**src/rtl/mc_control.sv**
```systemverilog
// Multicycle MIPS main control: Moore FSM stepping each instruction through
// fetch/decode/execute/memory/write-back and decoding every datapath control.
//
// state   | meaning
// FETCH   | read instruction, load IR, PC <= PC + 4
// DECODE  | read registers, precompute branch target, dispatch on opcode
// MEMADR  | effective address for lw/sw
// MEMRD   | data memory read (lw)
// MEMWB   | write MDR to rt (lw)
// MEMWR   | data memory write (sw)
// EXEC    | R-type ALU operation
// RTYPEWB | write ALUOut to rd
// BRANCH  | beq compare, conditional PC write
// JUMP    | PC <= jump target
// ADDIEX  | addi ALU operation
// ADDIWB  | write ALUOut to rt
module mc_control (
   input  logic       clk,
   input  logic       rst,
   input  logic [5:0] opcode,
   output logic       pcWrite,
   output logic       pcWriteCond,
   output logic       iorD,
   output logic       memRead,
   output logic       memWrite,
   output logic       irWrite,
   output logic       memToReg,
   output logic       regDst,
   output logic       regWrite,
   output logic       aluSrcA,
   output logic [1:0] aluSrcB,
   output logic [1:0] opAlu,
   output logic [1:0] pcSource,
   output logic       badOp,
   output logic [3:0] state
);

   typedef enum logic [3:0] {
      S_FETCH   = 4'd0,
      S_DECODE  = 4'd1,
      S_MEMADR  = 4'd2,
      S_MEMRD   = 4'd3,
      S_MEMWB   = 4'd4,
      S_MEMWR   = 4'd5,
      S_EXEC    = 4'd6,
      S_RTYPEWB = 4'd7,
      S_BRANCH  = 4'd8,
      S_JUMP    = 4'd9,
      S_ADDIEX  = 4'd10,
      S_ADDIWB  = 4'd11
   } state_t;

   localparam logic [5:0] OP_LW   = 6'b100011;
   localparam logic [5:0] OP_SW   = 6'b101011;
   localparam logic [5:0] OP_RTYP = 6'b000000;
   localparam logic [5:0] OP_BEQ  = 6'b000100;
   localparam logic [5:0] OP_J    = 6'b000010;
   localparam logic [5:0] OP_ADDI = 6'b001000;

   state_t     r_state;
   state_t     w_next;
   logic       w_pc_write, w_pc_write_cond, w_iord, w_mem_read, w_mem_write;
   logic       w_ir_write, w_mem_to_reg, w_reg_dst, w_reg_write, w_alu_src_a;
   logic       w_bad_op;
   logic [1:0] w_alu_src_b, w_op_alu, w_pc_source;

   always_ff @(posedge clk or posedge rst) begin
      if (rst) r_state <= S_FETCH;
      else     r_state <= w_next;
   end

   always_comb begin
      w_next          = S_FETCH;
      w_pc_write      = 1'b0;
      w_pc_write_cond = 1'b0;
      w_iord          = 1'b0;
      w_mem_read      = 1'b0;
      w_mem_write     = 1'b0;
      w_ir_write      = 1'b0;
      w_mem_to_reg    = 1'b0;
      w_reg_dst       = 1'b0;
      w_reg_write     = 1'b0;
      w_alu_src_a     = 1'b0;
      w_alu_src_b     = 2'b00;
      w_op_alu        = 2'b00;
      w_pc_source     = 2'b00;
      w_bad_op        = 1'b0;
      case (r_state)
         S_FETCH: begin
            w_mem_read  = 1'b1;
            w_ir_write  = 1'b1;
            w_alu_src_b = 2'b01;
            w_pc_write  = 1'b1;
            w_next      = S_DECODE;
         end
         S_DECODE: begin
            w_alu_src_b = 2'b11;
            case (opcode)
               OP_LW, OP_SW: w_next = S_MEMADR;
               OP_RTYP:      w_next = S_EXEC;
               OP_BEQ:       w_next = S_BRANCH;
               OP_J:         w_next = S_JUMP;
               OP_ADDI:      w_next = S_ADDIEX;
               default: begin
                  w_bad_op = 1'b1;
                  w_next   = S_FETCH;
               end
            endcase
         end
         S_MEMADR, S_ADDIEX: begin
            w_alu_src_a = 1'b1;
            w_alu_src_b = 2'b10;
            if (r_state == S_ADDIEX) w_next = S_ADDIWB;
            else if (opcode == OP_SW) w_next = S_MEMWR;
            else w_next = S_MEMRD;
         end
         S_MEMRD: begin
            w_mem_read = 1'b1;
            w_iord     = 1'b1;
            w_next     = S_MEMWB;
         end
         S_MEMWB: begin
            w_reg_write  = 1'b1;
            w_mem_to_reg = 1'b1;
         end
         S_MEMWR: begin
            w_mem_write = 1'b1;
            w_iord      = 1'b1;
         end
         S_EXEC: begin
            w_alu_src_a = 1'b1;
            w_op_alu    = 2'b10;
            w_next      = S_RTYPEWB;
         end
         S_RTYPEWB: begin
            w_reg_write = 1'b1;
            w_reg_dst   = 1'b1;
         end
         S_BRANCH: begin
            w_alu_src_a     = 1'b1;
            w_op_alu        = 2'b01;
            w_pc_write_cond = 1'b1;
            w_pc_source     = 2'b01;
         end
         S_JUMP: begin
            w_pc_write  = 1'b1;
            w_pc_source = 2'b10;
         end
         S_ADDIWB: w_reg_write = 1'b1;
         default:  w_next = S_FETCH;
      endcase
   end

   // Gate with rst so nothing strobes while reset is held, even combinationally.
   assign pcWrite     = w_pc_write      & ~rst;
   assign pcWriteCond = w_pc_write_cond & ~rst;
   assign iorD        = w_iord          & ~rst;
   assign memRead     = w_mem_read      & ~rst;
   assign memWrite    = w_mem_write     & ~rst;
   assign irWrite     = w_ir_write      & ~rst;
   assign memToReg    = w_mem_to_reg    & ~rst;
   assign regDst      = w_reg_dst       & ~rst;
   assign regWrite    = w_reg_write     & ~rst;
   assign aluSrcA     = w_alu_src_a     & ~rst;
   assign aluSrcB     = w_alu_src_b     & {2{~rst}};
   assign opAlu       = w_op_alu        & {2{~rst}};
   assign pcSource    = w_pc_source     & {2{~rst}};
   assign badOp       = w_bad_op        & ~rst;
   assign state       = r_state;

endmodule
```
**config.mk**
```make
export PLATFORM = sky130hd
export DESIGN_NAME = mc_control
export DESIGN_NICKNAME = d
export VERILOG_FILES = /design/src/rtl/mc_control.sv
export SDC_FILE = /design/constraint.sdc
export NUM_CORES = 1
export LEC_CHECK = 0
export CAP_MARGIN = 25
export CORE_UTILIZATION = 23
export CTS_CLUSTER_SIZE = 12
export DETAILED_ROUTE_END_ITERATION = 12
export PLACE_DENSITY_LB_ADDON = 0.12
export SYNTH_ARGS = -nofsm -noshare
export SYNTH_HDL_FRONTEND = slang
export SYNTH_SLANG_ARGS = --single-unit
```
**constraint.sdc**
```tcl
create_clock -name clk -period 2.24 [get_ports clk]
set_clock_uncertainty 0.2 [all_clocks]
set_input_delay 0.672 -clock clk [delete_from_list [all_inputs] [get_ports clk]]
set_output_delay 0.672 -clock clk [all_outputs]
set_load 0.05 [all_outputs]
```
Yosys cells after proc, flatten, opt, wreduce, memory -nomap -nowiden
Cells that the tools add are included.
- equality and inequality tests: 16
- muxes and demuxes: 19
- bitwise gates (word level): 15
- reduce and logical (&&, ||, !) cells: 10
- operator list (kind ; number):
    $pmux 4 s5 ; 2
    $eq 4x3->1 const B ; 4
    $eq 4x4->1 const B ; 4
    $eq 6x6->1 const B ; 2
    $mux 1 ; 12
    $and 1x1->1 ; 11
    $reduce_or 2->1 ; 5
    $eq 4x2->1 const B ; 2
    $pmux 2 s2 ; 2
    $and 2x2->2 ; 3
    $eq 6x2->1 const B ; 1
    $eq 6x3->1 const B ; 1
    $eq 6x4->1 const B ; 1
    $logic_not 6->1 ; 1
    $pmux 2 s3 ; 1
    $reduce_or 6->1 ; 1
    $eq 4x1->1 const B ; 1
    $logic_not 4->1 ; 1
    $mux 4 ; 1
    $reduce_or 4->1 ; 1
    $mux 3 ; 1
    $reduce_or 3->1 ; 1
    $not 1->1 ; 1
- bits in registers: 4
- input port bits: 8

Longest topological paths before layout
- word-level depth: 5
- mapped depth: 4

Least setup slack after synthesis
No wires, ideal clock.
- kind: register -> output
- from: register r_state[2], in the netlist state[2]
- to: output port iorD
- arrival time: 2.600 ns
- required time: 1.368 ns
- path slack: -1.232 ns
- stages on the path, launching flop included: 4
- cell sequence: dfrtp_1 > buf_4 > xnor2_1 > nor4b_1
- word-level cells in the longest chain between the ends: 4
- elaborated cells on any way between the ends: 5
- classes of those cells: 2 x eq/ne; 1 x mux; 1 x bitwise; 1 x reduce/logical
- RTL lines (what ; RTL line ; source):
    from (decl) ; 60 ; state_t r_state;
    from (signal assigned) ; 69 ; else r_state <= w_next;
    $eq 4x3->1 / $eq 4x2->1 (equally long branches) ; 88 ; case (r_state)
    $reduce_or 2->1 (no line) * ; - ;
    $mux 1 * ; 88 ;
    $and 1x1->1 * ; 157 ; assign iorD = w_iord & ~rst;
    to (decl) ; 23 ; output logic iorD,
Every way passes the cells marked *; elsewhere a longest branch is shown, timed or not.

Worst setup path in the final report
- from: input port rst
- to: output port pcWrite
- word-level cells in the longest chain between the ends: 2
- RTL lines (what ; RTL line ; source):
    from (decl) ; 19 ; input logic rst,
    $not 1->1 ; 155 ; assign pcWrite = w_pc_write & ~rst;
    $and 1x1->1 ; 155 ;
    to (decl) ; 21 ; output logic pcWrite,
No other way between the ends.

==> insert_results.sql <==
INSERT INTO impl_metrics (metric_group, metric, value, unit) VALUES
('cells_and_area', 'drive_gt1_share', '81.9', '%'),
('cts', 'cts_hold_repair.buffers', '0', ''),
('timing', 'slew_worst_pin', '0.308', 'ns'),
('detailed_routing', 'routed_wire_length_per_instance', '13.9', 'microns'),
('global_route', 'pin_count_of_the_biggest_net_entering_global_routing', '12', ''),
('setup_path', 'end_kind', 'primary output', ''),
('timing', 'fmax', '406', 'MHz'),
('die', 'die_h', '50.9', 'microns'),
('setup_path', 'criticalPathCategory', 'input pin to primary output', ''),
('cells_and_area', 'finalNonFillerCells', '166', ''),
('timing', 'grt_setup_unrepaired', 'true', ''),
('logic_synthesis', 'synth.distinct_cells', '39', ''),
('run_status', 'failing_checks', 'negative setup slack', ''),
('timing', 'relative_max_transition_margin', '79.4', '%'),
('die', 'die_x', '50.9', 'microns'),
('setup_path', 'timing.critical_path.buf_inv', '2', ''),
('placement', 'number_of_placed_cells_counting_well_taps', '141', ''),
('placement', 'dpl_worst_slack', '-0.646', 'ns'),
('setup_path', 'worst_path_max_delay_cell', 'sky130_fd_sc_hd__or3_4', ''),
('power', 'static_power_due_to_leakage', '0.679', 'nW'),
('placement', 'globalplace.congestion', '0.780', ''),
('setup_path', 'required', '1.37', 'ns'),
('detailed_routing', 'vias_per_inst', '4.87', ''),
('placement', 'hpwl', '1510', 'microns'),
('timing', 'setup_viol', '16', ''),
('logic_synthesis', 'mappedNetlistArea', '549', 'sq um'),
('logic_synthesis', 'postSynthCellCount', '66', ''),
('timing', 'worst_slack', '-0.222', 'ns'),
('flow_run', 'drv.max_cap_violation_count', '0', ''),
('timing', 'final-max-slew-violation-count', '0', ''),
('logic_synthesis', 'postSynthNetCount', '74', ''),
('die', 'placement_rows', '17', ''),
('timing', 'tns', '-1.96', 'ns'),
('timing', 'hold_violations', '0', ''),
('cts', 'cts.path.max_buffers', '2', ''),
('power', 'ir_drop', '0.439', 'mV'),
('setup_path', 'setup.reg_to_reg.worst_slack', '0.63', 'ns'),
('logic_synthesis', 'post_synth.cell_area_avg', '8.32', 'sq um'),
('setup_path', 'timing.critical_path.max_delay_family', 'simple AND/OR/NAND/NOR gates', ''),
('global_route', 'antenna_violations_before_repair', '0', ''),
('worst_hold_path', 'holdCritPathClass', 'input pin to async pin', ''),
('cells_and_area', 'finish.net_count', '148', ''),
('setup_path', 'regToRegEndpoint', 'state[1]', ''),
('logic_synthesis', 'synthMostInstantiatedCell', 'sky130_fd_sc_hd__nor3_1', ''),
('cells_and_area', 'largest_register_ff_count', '4', ''),
('cts', 'clkSlewWorstSetupHoldPaths', '0.04', 'ns'),
('cells_and_area', 'layout-area-overhead-vs-synth', '195', '%'),
('power', 'design_power_total', '0.00121', 'W'),
('die', 'initial_utilization', '24.6', '%'),
('setup_path', 'cp.arrival', '1.59', 'ns'),
('die', 'pin_count', '29', ''),
('global_route', 'grt_pass1_wl', '3910', 'microns'),
('cts', 'clock_latency', '0.24', 'ns'),
('setup_path', 'crit_path_max_fo', '4', ''),
('logic_synthesis', 'synth_edf_count', '0', ''),
('cells_and_area', 'fillers', '156', ''),
('logic_synthesis', 'synth.yosys.warnings', '0', ''),
('detailed_routing', 'via_count', '809', ''),
('logic_synthesis', 'synth_top_cells_by_area', 'sky130_fd_sc_hd__dfrtp_1, sky130_fd_sc_hd__nor3_1, sky130_fd_sc_hd__nand2b_1', ''),
('placement', 'portBuffers', '28', ''),
('global_route', 'grt_pass1_vias', '857', ''),
('global_route', 'grt_overflow_total', '0', ''),
('cells_and_area', 'layout.core_utilization', '72.6', '%'),
('setup_path', 'cpPeakStageDelay', '0.40', 'ns'),
('cells_and_area', 'insertedDiodeCount', '0', ''),
('cts', 'cts.sink_count', '4', ''),
('run_status', 'status', 'complete, but fails checks', ''),
('cts', 'tritoncts_clock_tree', 'yes', ''),
('cts', 'clockRootBuffer', 'sky130_fd_sc_hd__clkbuf_4', ''),
('cts', 'h_tree_levels', '1', ''),
('cts', 'numCtsBuffers', '3', '');
[cells in the final DEF, fill, tap and decap left out, types with 3 or more instances in the layout]
cell type and instances:
sky130_fd_sc_hd__buf_12 21, sky130_fd_sc_hd__buf_2 4, sky130_fd_sc_hd__buf_4 40, sky130_fd_sc_hd__buf_6 10
sky130_fd_sc_hd__clkbuf_4 3, sky130_fd_sc_hd__dfrtp_2 4, sky130_fd_sc_hd__nand2b_4 5, sky130_fd_sc_hd__nor2_1 3
sky130_fd_sc_hd__nor3_4 6, sky130_fd_sc_hd__or3_4 3
[cells by family (layout without fill, tap and decap cells)]
family | count (synthesis) | after routing | share of synthesized area (%)
xor+xnor | 3 | 3 | 4.78
fa+ha+maj | 1 | 1 | 1.82
simple gates | 36 | 36 | 45.6
compound gates | 13 | 13 | 18.9
buf+inv | 9 | 81 | 10.7
flops | 4 | 4 | 18.2
[worst register-to-register path, stage by stage, from the launching register on]
cell and delay [ns]:
sky130_fd_sc_hd__dfrtp_2 0.44, sky130_fd_sc_hd__buf_6 0.14, sky130_fd_sc_hd__nand2b_4 0.16, sky130_fd_sc_hd__buf_4 0.16, sky130_fd_sc_hd__o2111a_1 0.25, sky130_fd_sc_hd__o221ai_2 0.16
[stage by stage]
step           instance area [sq um]  hold slack (ns)
3_3_place_gp                    1350            0.517
6_report                        1620            0.477
3_5_place_dp                    1350            0.504
2_1_floorplan                    686            0.510
5_1_grt                         1620            0.483
4_1_cts                         1610            0.463
[routing by layer]
metal  up-vias  routed length [microns]  track usage, %
met5         -                        0               0
met4         0                       16            6.94
met3         2                       44            1.49
met2        13                     1250            36.4
met1       404                      997            25.4
li1        390                        -               -
[worst max-delay path by stage]
| stage | startpoint | endpoint | slack (ns) | cells after the start |
|---|---|---|---|---|
| 5_1_grt | rst | pcWrite | -0.27 | 5 |
| 4_1_cts | rst | pcWrite | -0.23 | 5 |
| 3_5_place_dp | rst | pcWrite | -0.65 | 5 |
| 2_1_floorplan | rst | pcWrite | -0.52 | 3 |
| 6_report | rst | pcWrite | -0.22 | 5 |
| 3_3_place_gp | rst | pcWrite | -0.60 | 5 |
[layout make-up]
type | instances | area, sq um | share of cell area (%)
Sequential cell | 4 | 105 | 6.48
Tap cell | 28 | 35.0 | 2.16
Clock buffer | 3 | 22.5 | 1.39
Inverter | 2 | 7.51 | 0.463
Multi-Input combinational cell | 53 | 583 | 36.0
Timing Repair Buffer | 76 | 868 | 53.5
[what timing repair did]
item	in CTS	in global routing
buffers inserted	21	1
gates resized for setup	55	1
setup endpoints to repair	17	17
pin swaps	13	7
[report_power, final]
part	switching [W]	total, W	internal [W]
Combinational	0.000479	0.000994	0.000515
Sequential	0.0000300	0.000121	0.0000909
Clock	0.0000303	0.0000903	0.0000600
Total	0.000539	0.00121	0.000666
Note: power is estimated with default switching activity, not from simulation.
